===== src/rtl/pr_bridge_pkg.sv =====
// Shared state encoding, default widths and counter sizing for the PR AVMM freeze bridge.
package pr_bridge_pkg;

  localparam int DEFAULT_ADDR_W = 20;
  localparam int DEFAULT_DATA_W = 32;

  typedef enum logic [1:0] {
    RUN    = 2'd0,
    DRAIN  = 2'd1,
    FROZEN = 2'd2
  } bridge_state_t;

  // Bits needed to hold every value from 0 up to and including max_count.
  function automatic int cnt_width(input int max_count);
    return $clog2(max_count + 1);
  endfunction

endpackage


===== src/rtl/pr_outstanding_tracker.sv =====
// Saturating count of reads accepted by the NoC and still awaiting readdatavalid.
// Count updates one cycle after inc/dec; a dec seen at zero is reported as stray and ignored.
module pr_outstanding_tracker
  import pr_bridge_pkg::*;
#(
  parameter int MAX_COUNT = 8,
  parameter int CNT_W     = cnt_width(MAX_COUNT)
) (
  input  logic             clk,
  input  logic             rst,
  input  logic             inc,
  input  logic             dec,
  input  logic             force_clr,
  output logic [CNT_W-1:0] count,
  output logic             full,
  output logic             empty,
  output logic             stray
);

  logic inc_eff;
  logic dec_eff;

  assign empty = (count == '0);
  assign full  = (count == CNT_W'(MAX_COUNT));
  assign stray = dec & empty;

  // A stray response must not cancel a genuinely accepted read in the same cycle.
  assign dec_eff = dec & ~empty;
  assign inc_eff = inc & (~full | dec_eff);

  always_ff @(posedge clk) begin
    if (rst || force_clr) begin
      count <= '0;
    end else if (inc_eff && !dec_eff) begin
      count <= count + CNT_W'(1);
    end else if (dec_eff && !inc_eff) begin
      count <= count - CNT_W'(1);
    end
  end

endmodule


===== src/rtl/pr_avmm_freeze_bridge.sv =====
// Isolates a PR region's AVMM master from the static NoC: pass-through in RUN, drain then freeze on request.
// Zero-latency combinational data paths; region is stalled whenever the path is closed.
module pr_avmm_freeze_bridge
  import pr_bridge_pkg::*;
#(
  parameter int ADDR_W          = DEFAULT_ADDR_W,
  parameter int DATA_W          = DEFAULT_DATA_W,
  parameter int MAX_OUTSTANDING = 8,
  parameter int DRAIN_TIMEOUT   = 1024
) (
  input  logic              clk,
  input  logic              rst,
  input  logic [ADDR_W-1:0] s_address,
  input  logic              s_read,
  input  logic              s_write,
  input  logic [DATA_W-1:0] s_writedata,
  output logic              s_waitrequest,
  output logic [DATA_W-1:0] s_readdata,
  output logic              s_readdatavalid,
  output logic [ADDR_W-1:0] m_address,
  output logic              m_read,
  output logic              m_write,
  output logic [DATA_W-1:0] m_writedata,
  input  logic              m_waitrequest,
  input  logic [DATA_W-1:0] m_readdata,
  input  logic              m_readdatavalid,
  input  logic              freeze_req,
  output logic              freeze_ack,
  output logic              timeout_err,
  output logic              stray_rdv_err
);

  localparam int CNT_W = cnt_width(MAX_OUTSTANDING);
  localparam int TMO_W = $clog2(DRAIN_TIMEOUT);

  bridge_state_t    state;
  bridge_state_t    state_nxt;
  logic [CNT_W-1:0] count;
  logic             full;
  logic             empty;
  logic             stray;
  logic [TMO_W-1:0] tmo_cnt;
  logic             open_path;
  logic             rd_acc;
  logic             drain_expired;
  logic             force_clr;

  assign m_address   = s_address;
  assign m_writedata = s_writedata;
  assign s_readdata  = m_readdata;

  // Writes never wait on read credits, so only reads are throttled by the outstanding limit.
  assign open_path     = (state == RUN) && (!full || s_write);
  assign m_read        = open_path & s_read;
  assign m_write       = open_path & s_write;
  assign s_waitrequest = open_path ? m_waitrequest : 1'b1;
  assign rd_acc        = m_read & ~m_waitrequest;

  assign s_readdatavalid = m_readdatavalid & ~empty;
  assign drain_expired   = (tmo_cnt == TMO_W'(DRAIN_TIMEOUT - 1));

  always_comb begin
    state_nxt = state;
    force_clr = 1'b0;
    case (state)
      RUN: begin
        if (freeze_req) state_nxt = DRAIN;
      end
      DRAIN: begin
        if (!freeze_req) begin
          state_nxt = RUN;
        end else if (empty) begin
          state_nxt = FROZEN;
        end else if (drain_expired) begin
          // Give up on the missing responses; anything arriving later is treated as stray.
          state_nxt = FROZEN;
          force_clr = 1'b1;
        end
      end
      FROZEN: begin
        if (!freeze_req) state_nxt = RUN;
      end
      default: state_nxt = RUN;
    endcase
  end

  pr_outstanding_tracker #(
    .MAX_COUNT (MAX_OUTSTANDING),
    .CNT_W     (CNT_W)
  ) u_tracker (
    .clk       (clk),
    .rst       (rst),
    .inc       (rd_acc),
    .dec       (m_readdatavalid),
    .force_clr (force_clr),
    .count     (count),
    .full      (full),
    .empty     (empty),
    .stray     (stray)
  );

  always_ff @(posedge clk) begin
    if (rst) begin
      state         <= RUN;
      tmo_cnt       <= '0;
      freeze_ack    <= 1'b0;
      timeout_err   <= 1'b0;
      stray_rdv_err <= 1'b0;
    end else begin
      state         <= state_nxt;
      tmo_cnt       <= (state == DRAIN && state_nxt == DRAIN) ? tmo_cnt + TMO_W'(1) : '0;
      freeze_ack    <= (state_nxt == FROZEN);
      timeout_err   <= timeout_err | force_clr;
      stray_rdv_err <= stray_rdv_err | stray;
    end
  end

endmodule


===== config.mk =====
export PLATFORM = sky130hd
export DESIGN_NAME = pr_avmm_freeze_bridge
export DESIGN_NICKNAME = d
export VERILOG_FILES = /design/src/rtl/pr_bridge_pkg.sv /design/src/rtl/pr_outstanding_tracker.sv /design/src/rtl/pr_avmm_freeze_bridge.sv
export SDC_FILE = /design/constraint.sdc
export NUM_CORES = 1
export LEC_CHECK = 0
export CORE_AREA = 2 2 77 79
export DETAILED_ROUTE_END_ITERATION = 6
export DIE_AREA = 0 0 79 81
export GPL_TIMING_DRIVEN = 0
export PLACE_DENSITY_LB_ADDON = 0.25
export SLEW_MARGIN = 10
export SYNTH_ARGS = -nofsm -noshare
export SYNTH_HDL_FRONTEND = slang
export SYNTH_SLANG_ARGS = --single-unit

===== constraint.sdc =====
create_clock -name clk -period 4.2 [get_ports clk]
set_input_delay 1.26 -clock clk [delete_from_list [all_inputs] [get_ports clk]]
set_output_delay 1.26 -clock clk [all_outputs]
set_load 0.1 [all_outputs]

==> impl_metrics.json <==
{
  "outcome": "complete, no violations",
  "synth_cell_types": 32,
  "cts_root_buffer": "clkbuf_8",
  "leakage_uw": 0.00115,
  "nFillCells": 562,
  "dieHeight_um": 81,
  "synth_xor_xnor_area_share_pct": 5.63,
  "whs_ps": 467,
  "fin_skew_ps": 1.57,
  "dieArea_sq_um": 6400,
  "drv_cap": 0,
  "hp-class": "reg2reg",
  "drc": 0,
  "path_class": "in2out",
  "slew_violations": 0,
  "drtPass1Iterations": 4,
  "ir_worst_vdd_v": 0.000188,
  "cts_buffers": 3,
  "worstSetupEndpointType": "primary output",
  "area_growth_pct": 70.9,
  "ys_seq_elements": 19,
  "io_pins": 182,
  "grt_pass1_wl_um": 5220,
  "worstPathMaxFanout": 3,
  "place_ws_ps": -309,
  "relSlewSlack_pct": 34.8,
  "hold_violations": 0,
  "worstSetupStartpointType": "input port",
  "first_iter_violations": 53,
  "drive_gt1_share_pct": 32.0,
  "worst_ep_arrival_time_ps": 2830,
  "netlist_top_cells_area": "buf_4, dfxtp_1, nor2_1",
  "via_count": 1415,
  "grt_antenna_before_repair": 0,
  "nets": 388,
  "synth_edf_count": 0,
  "syn-cell-area_sq_um": 1560,
  "yosys.area_share.simple_pct": 17.9,
  "cts_hold_buf": 0,
  "rows": 28,
  "drt_wl_total_um": 3350,
  "synth_top_flop_cell": "dfxtp_1",
  "htreeDepth": 1,
  "rsz0062_at_grt": "no",
  "post-route-period-util_pct": 97.5,
  "ys_seq_area_share_pct": 24.5,
  "dp_hpwl_um": 2930,
  "core_sq_um": 5680,
  "worst_slew_pin_slew_ps": 975,
  "yosysTopAreaCellShare_pct": 40.5,
  "synthCells": 190,
  "fmax_ghz": 0.244,
  "grt_overflow": 0,
  "cts_buffer_depth": 2,
  "start_util_pct": 27.4,
  "cts_sinks": 19,
  "min_period_ps": 4090,
  "ant_nets": 0,
  "routedWlPerCell_um": 9.15,
  "fp.dieW_um": 79,
  "grt_pass1_vias": 1197,
  "synth_top_cell_by_area": "buf_4",
  "worstPathRequired_ps": 2940,
  "async_reset_ff_share_pct": 0,
  "synth-adder-area-share_pct": 4.51,
  "clock_latency_ps": 250,
  "cts.reportedPaths.clkPinSlew_ps": 70,
  "worst_slack_ps": 107,
  "finalSetupViolCount": 0,
  "cellPowerDensity_nw_per_um2": 396,
  "ys_warn_count": 0,
  "viasPerCell": 3.87,
  "synth-compound-area-share_pct": 4.42,
  "total_power_uw": 1050,
  "synthesis.nets": 286,
  "synth_common_cells": "buf_4, nor2_1, dfxtp_1, a21oi_1, nand3_1",
  "avgSynthCellArea_sq_um": 8.19,
  "synth_mux_area_share_pct": 0.644,
  "port_buffers": 97,
  "gp_congestion": 0.717,
  "cts_tree": "done",
  "grt_use_total_pct": 9.78,
  "synth_top_family_by_area": "buffers and inverters",
  "grt_max_degree": 12,
  "n_antenna_cell": 0,
  "synth_most_common_cell": "buf_4"
}
-- per-stage QoR --
| stage | cells | instance area, sq um | TNS [ps] | util, % |
|---|---|---|---|---|
| after floorplan | 190 | 1560 | 0 | - |
| after global placement | 362 | 2620 | -629 | 46.2 |
| after detailed placement | 362 | 2620 | -649 | 46.2 |
| after CTS | 366 | 2660 | 0 | 46.9 |
| after global routing | 366 | 2660 | 0 | 46.8 |
| final | 366 | 2660 | 0 | 46.8 |
-- per-layer routing --
metal,vias to the layer above,track usage (%),part of all wire [%]
met5,-,0,0
met2,96,15.9,46
met3,2,4.22,14
met1,585,12.3,40
met4,0,1.55,0.39
li1,732,-,-
-- final cells by class --
class,count,area (sq um),share of cell area (%)
Clock buffer,3,41.3,1.55
Sequential cell,19,380,14.3
Clock inverter,1,5.00,0.188
Inverter,4,15.0,0.565
Tap cell,75,93.8,3.53
Buffer,86,646,24.3
Timing Repair Buffer,97,962,36.2
Multi-Input combinational cell,81,514,19.4
-- report_power, final --
group	switching, uW	internal, uW
registers	22.8	199
clock network	59.7	65.8
logic	508	196
total	590	461
-- path summary, 6_finish.rpt --
| path | startpoint | endpoint | slack (ps) | cells past startpoint |
|---|---|---|---|---|
| setup / recovery | s_write | m_read | 110 | 4 |
| hold / removal | tmo_cnt[0] | tmo_cnt[0] | 470 | 1 |
| setup reg to reg | u_tracker.count[1] | u_tracker.count[3] | 1670 | 10 |
| hold reg to reg | tmo_cnt[0] | tmo_cnt[0] | 470 | 1 |
-- cell usage in the layout (no fill, tap or decap), types with 2 or more instances in the layout --
cell	count
a21oi_1	6
and4_1	2
nand2_1	5
and2_1	2
buf_4	84
inv_1	4
ha_1	4
nand2b_1	2
nand3_1	6
nor3_1	4
nor2_1	21
dfxtp_1	19
clkdlybuf4s50_1	93
o21ai_0	3
clkbuf_8	3
xnor2_1	5
xor2_1	5
dlygate4sd2_1	3
nor4_1	2
-- critical path, cell delays in order --
cell and delay [ps]:
clkdlybuf4s50_1 460, o21ai_0 130, nor2_1 120, dlygate4sd2_1 860
-- cell families after synthesis --
group           Yosys count
buf+inv                  90
simple gates             53
flops                    19
compound gates           12
xor+xnor                 10
fa+ha+maj                 5
mux                       1
-- state kept, by name, summed over array words and instances (netlist names) --
signal	cells
u_tracker.count	4
freeze_ack	1
timeout_err	1
state	2
stray_rdv_err	1
tmo_cnt	10
-- timing repair --
action | in CTS | in global routing
setup buffers | 0 | 0
endpoints found under the setup margin | 4 | 1
resized for setup | 5 | 1
No activity file was read; power rests on OpenSTA's default activity.
